## config.mk

```make
export PLATFORM = sky130hd
export DESIGN_NAME = uart_rx_ctrl
export DESIGN_NICKNAME = d
export VERILOG_FILES = /design/src/rtl/uart_pkg.sv /design/src/rtl/uart_rx_sync.sv /design/src/rtl/uart_rx_ctrl.sv
export SDC_FILE = /design/constraint.sdc
export NUM_CORES = 1
export LEC_CHECK = 0
export BUFFER_PORTS_ARGS = -buffer_cell sky130_fd_sc_hd__buf_4
export CAP_MARGIN = 10
export CORE_MARGIN = 2
export CORE_UTILIZATION = 55
export CTS_CLUSTER_DIAMETER = 30
export DETAILED_ROUTE_END_ITERATION = 10
export HOLD_SLACK_MARGIN = 0.03
export PLACE_DENSITY = 0.71
export SYNTH_ARGS = -nofsm -noshare
export SYNTH_HDL_FRONTEND = slang
export SYNTH_SLANG_ARGS = --single-unit
```

## constraint.sdc

```tcl
create_clock -name clk -period 2.3 [get_ports clk]
set_clock_uncertainty 0.1 [all_clocks]
set_input_delay 0.23 -clock clk [delete_from_list [all_inputs] [get_ports clk]]
set_output_delay 0.23 -clock clk [all_outputs]
set_load 0.01 [all_outputs]
```

## src/rtl/uart_pkg.sv

```systemverilog
// Shared UART receive definitions: FSM state encoding and default frame geometry.
package uart_pkg;

  localparam int OVERSAMPLE_DEFAULT = 16;
  localparam int DATA_BITS_DEFAULT  = 8;

  typedef enum logic [2:0] {
    IDLE,
    START,
    DATA,
    PARITY,
    STOP
  } rx_state_e;

endpackage

```

## src/rtl/uart_rx_sync.sv

```systemverilog
// Two-flop synchronizer for the asynchronous serial line. Both flops reset to 1,
// the idle level of the line, so leaving reset never looks like a start edge.
module uart_rx_sync
  import uart_pkg::*;
(
  input  logic clk,
  input  logic reset,
  input  logic d,
  output logic q
);

  logic meta;

  // Resample the line twice into the clk domain.
  // NOTE: sequential state is always written with <= so every flop samples pre-edge values.
  always_ff @(posedge clk or posedge reset) begin
    if (reset) begin
      meta <= 1'b1;
      q    <= 1'b1;
    end else begin
      meta <= d;
      q    <= meta;
    end
  end

endmodule

```

## src/rtl/uart_rx_ctrl.sv

```systemverilog
// UART receive control stage. Qualifies the start bit, strobes `shift` with the
// centre-sampled data bit (LSB first), checks the stop bit and pulses frame status.
// Optional feature: define UART_RX_PARITY_EN to add a parity bit, the PARITY state
// and the parity_err output.
module uart_rx_ctrl
  import uart_pkg::*;
#(
  parameter int OVERSAMPLE = OVERSAMPLE_DEFAULT,
  parameter int DATA_BITS  = DATA_BITS_DEFAULT,
  parameter int PARITY_ODD = 0
) (
  input  logic clk,
  input  logic reset,
  input  logic baud_tick,
  input  logic rx,
  output logic shift,
  output logic rx_bit,
  output logic rx_done,
  output logic frame_err,
`ifdef UART_RX_PARITY_EN
  output logic parity_err,
`endif
  output logic busy
);

  localparam int TW = $clog2(OVERSAMPLE);
  localparam int BW = $clog2(DATA_BITS + 1);

  // Tick counts at which the start bit and every later bit are sampled.
  localparam logic [TW-1:0] T_MID  = TW'(OVERSAMPLE / 2 - 1);
  localparam logic [TW-1:0] T_END  = TW'(OVERSAMPLE - 1);
  localparam logic [BW-1:0] B_LAST = BW'(DATA_BITS - 1);

  logic            rx_s;
  rx_state_e       state;
  logic [TW-1:0]   tcnt;
  logic [BW-1:0]   bcnt;
  logic            armed;

`ifdef UART_RX_PARITY_EN
  logic            par_acc;
  logic            par_err_q;
`else
  // Odd/even selection only matters when the parity bit is present.
  logic            parity_odd_unused;
  assign parity_odd_unused = (PARITY_ODD != 0);
`endif

  uart_rx_sync u_sync (
    .clk   (clk),
    .reset (reset),
    .d     (rx),
    .q     (rx_s)
  );

  // Frame FSM with registered outputs; every decision is taken on a baud_tick cycle.
  // NOTE: reset is asynchronous, so outputs drop to 0 as soon as reset rises, mid-frame included.
  always_ff @(posedge clk or posedge reset) begin
    if (reset) begin
      state      <= IDLE;
      tcnt       <= '0;
      bcnt       <= '0;
      armed      <= 1'b0;
      shift      <= 1'b0;
      rx_bit     <= 1'b0;
      rx_done    <= 1'b0;
      frame_err  <= 1'b0;
      busy       <= 1'b0;
`ifdef UART_RX_PARITY_EN
      par_acc    <= 1'b0;
      par_err_q  <= 1'b0;
      parity_err <= 1'b0;
`endif
    end else begin
      // NOTE: pulse outputs default low every clk, so each lasts one clk whatever the tick spacing.
      shift      <= 1'b0;
      rx_bit     <= 1'b0;
      rx_done    <= 1'b0;
      frame_err  <= 1'b0;
`ifdef UART_RX_PARITY_EN
      parity_err <= 1'b0;
`endif
      if (baud_tick) begin
        unique case (state)
          IDLE: begin
            // A high line re-arms detection; after a break we wait for it here.
            if (rx_s) begin
              armed <= 1'b1;
            end else if (armed) begin
              state <= START;
              tcnt  <= '0;
              busy  <= 1'b1;
            end
          end

          START: begin
            if (tcnt == T_MID) begin
              if (!rx_s) begin
                state   <= DATA;
                tcnt    <= '0;
                bcnt    <= '0;
`ifdef UART_RX_PARITY_EN
                par_acc <= 1'b0;
`endif
              end else begin
                // Line went back high before mid-bit: treat as a glitch.
                state <= IDLE;
                busy  <= 1'b0;
              end
            end else begin
              tcnt <= tcnt + 1'b1;
            end
          end

          DATA: begin
            if (tcnt == T_END) begin
              rx_bit  <= rx_s;
              shift   <= 1'b1;
              bcnt    <= bcnt + 1'b1;
              tcnt    <= '0;
`ifdef UART_RX_PARITY_EN
              par_acc <= par_acc ^ rx_s;
              if (bcnt == B_LAST) state <= PARITY;
`else
              if (bcnt == B_LAST) state <= STOP;
`endif
            end else begin
              tcnt <= tcnt + 1'b1;
            end
          end

`ifdef UART_RX_PARITY_EN
          PARITY: begin
            if (tcnt == T_END) begin
              par_err_q <= (rx_s != (par_acc ^ (PARITY_ODD != 0)));
              tcnt      <= '0;
              state     <= STOP;
            end else begin
              tcnt <= tcnt + 1'b1;
            end
          end
`endif

          STOP: begin
            if (tcnt == T_END) begin
              rx_done <= 1'b1;
`ifdef UART_RX_PARITY_EN
              parity_err <= par_err_q;
`endif
              if (!rx_s) begin
                frame_err <= 1'b1;
                armed     <= 1'b0;
              end
              tcnt  <= '0;
              state <= IDLE;
              busy  <= 1'b0;
            end else begin
              tcnt <= tcnt + 1'b1;
            end
          end

          default: begin
            state <= IDLE;
            busy  <= 1'b0;
          end
        endcase
      end
    end
  end

endmodule

```

==> key figures <==
Run status
  • Outcome: finished, final reports clean

GRT
  • First-pass GRT wire length: 3.32 mm
  • Largest net degree at the start of global routing: 20
  • Initial antenna violation count: 0
  • Met3 usage: 0.0340
  • Gr busiest metal: met1
  • GR met1 Demand/Resource: 0.315
  • Vias in the first global route: 736
  • Met2 usage: 0.308
  • Total global-route track usage: 0.216
  • Gr ovfl total: 0

Layout
  • Area Growth Syn to Fin: 13.0%
  • Layout fillers: 150
  • Largest regs: bcnt: 4 flops, tcnt: 4 flops, state: 3 flops
  • Final core utilization: 0.673
  • Design Area, Final: 0.00117 mm²
  • Share of layout cells above drive strength 1: 0.221
  • Ant. Diodes: 0
  • FF+latch area: 478 µm²
  • Multi-input gate area: 529 µm²
  • Final Net Count: 120

STA
  • Final hold viol count: 0
  • Crit path time final: 1950 ps
  • Setup WS post-layout: 346 ps
  • Slew @ Worst Pin: 683 ps
  • Setup TNS: 0 ps
  • Highest clock rate: 512 MHz
  • Unrepaired setup endpoints after global routing: no
  • Setup violators final: 0
  • Slew margin rel.: 0.544
  • Hold_ws: 76.2 ps
  • Period Utilization, post-route: 0.850
  • Slew Limit Fails: 0

Worst setup path
  • Critical path required time: 2440 ps
  • Setup crit start: tcnt[0]
  • Worst EP arrival: 2090 ps
  • Worst r2r src: tcnt[0]
  • Crit. End Element: register
  • Element type at the critical path start: register
  • Worst Reg-to-Reg Cells: 5
  • CP max FO: 6
  • Critical Path Sink: tcnt[3]
  • Reg2Reg Setup Slack: 350 ps
  • WS Path Type: reg -> reg
  • Worst flop-to-flop path endpoint: tcnt[3]

Pwr
  • VDD IR max: 0.594 mV
  • Power Dens Cells: 903 mW/mm²
  • Leak: 0.516 nW

Route
  • DRC: 0
  • Routed via count: 847
  • Drt pass-1 iters: 4
  • Via density: 6.14
  • Post-route ant nets: 0
  • Initial DRC count: 17
  • WL/cell: 14.5 µm
  • WL final: 2.00 mm

Synth
  • Yosys reg bits: 19
  • Top_reg_cell synth: dfrtp_1
  • Synth top area cells: dfrtp_1, dfstp_2, o21ai_0, or3b_1, a21oi_1
  • Most frequent cells after synthesis: dfrtp_1, o21ai_0, a21oi_1, nand2_1
  • Post-synthesis cell type count: 45
  • Synth Cell Area: 0.00104 mm²
  • Post-synth top area share: 0.409
  • Sequential area share after synthesis: 0.460
  • Synth Warn #: 0
  • Number of synthesized flops with an enable pin: 0
  • Post-Syn Instances: 100
  • Most frequent cell after synthesis: dfrtp_1
  • Synthesized Nets: 106
  • Syn Area/Cell: 10.4 µm²
  • Post-synth ARST share: 1.00
  • Dominant cell type by area after synthesis: dfrtp_1

Job
  • Max-cap violation count: 0

Floorplanning
  • Die ar.: 0.00225 mm²
  • Initial core utilization: 0.596
  • Die W: 47.5 µm
  • Area of the core: 0.00175 mm²
  • Cell row count: 15
  • Die height: 47.5 µm
  • I/O pin cnt: 9

CTS
  • Worst-Skew Late Latency: 300 ps
  • CTS sink cnt: 19
  • Total number of H-tree levels: 1
  • Root Driver: clkbuf_4
  • Setup repair bufs after CTS: 0
  • Num CTS Buffers: 3
  • CTS tree: yes
  • Post-CTS sizing: 0
  • Max Buffers Root-to-Sink: 2
  • Clk slew on worst S/H paths: 110 ps
  • Hold bufs inserted after CTS: 2

Placement
  • Area after DPL: 0.00113 mm²
  • Post-place setup slack: 364 ps
  • GP Congestion: 0.809
  • # port buffers: 8
  • Hpwl dp: 1.42 mm

Worst hold path
  • HP Class: in -> reg
[metrics by stage]
step / cells / power, mW
finish: 138 / 1.06
global route: 138 / 1.14
CTS: 138 / 1.07
detailed placement: 132 / 0.891
global placement: 132 / 0.878
floorplan: 100 / 0.798
[placed cells by master (no fill, tap or decap), drive strengths merged, types with 3 or more instances in the layout]
cell / Yosys / layout
dfrtp: 17 / 17
buf: 3 / 10
o21ai: 8 / 8
a21oi: 5 / 5
nand2: 5 / 5
nand3: 4 / 4
nor2: 4 / 4
nor3: 4 / 4
inv: 4 / 4
nor3b: 4 / 4
clkbuf: 0 / 4
and3: 4 / 4
or3b: 3 / 3
nor2b: 3 / 3
[critical path, cell delays in order, from the launching register on]
cell and delay [ps]:
dfrtp_1 410, ha_1 260, and3b_1 230, or3_4 380, a211oi_2 310, a221o_1 200
[worst min-delay path by stage]
stage                  end       from  cells after the start
5_1_grt           state[1]  baud_tick                      2
4_1_cts           state[1]  baud_tick                      2
2_1_floorplan        armed      reset                      1
3_5_place_dp   u_sync.meta         rx                      1
3_3_place_gp   u_sync.meta         rx                      1
6_report          state[1]  baud_tick                      2
[final cells by class]
type                            instances  area share
Clock buffer                            4      0.0224
Inverter                                4      0.0128
Sequential cell                        19       0.407
Multi-Input combinational cell         74       0.450
Tap cell                               25      0.0266
Timing Repair Buffer                   12      0.0809
[where the power goes]
part / internal (mW) / leakage, nW / switching, mW / total, mW
registers: 0.397 / 0.243 / 0.116 / 0.512
clock network: 0.0676 / 0.0150 / 0.101 / 0.169
logic: 0.202 / 0.258 / 0.178 / 0.380
[logic make-up after synthesis]
family | synth area share
simple gates | 0.241
buf+inv | 0.0313
flops | 0.460
compound gates | 0.202
fa+ha+maj | 0.0241
xor+xnor | 0.0169
mux | 0.0253
[routing by layer]
layer	wire, µm	up-vias	share of wire
met1	926	403	0.46
li1	-	405	-
met2	924	32	0.46
met5	0	-	0
met3	98	7	0.049
met4	54	0	0.027
No activity file was read; power rests on OpenSTA's default activity.
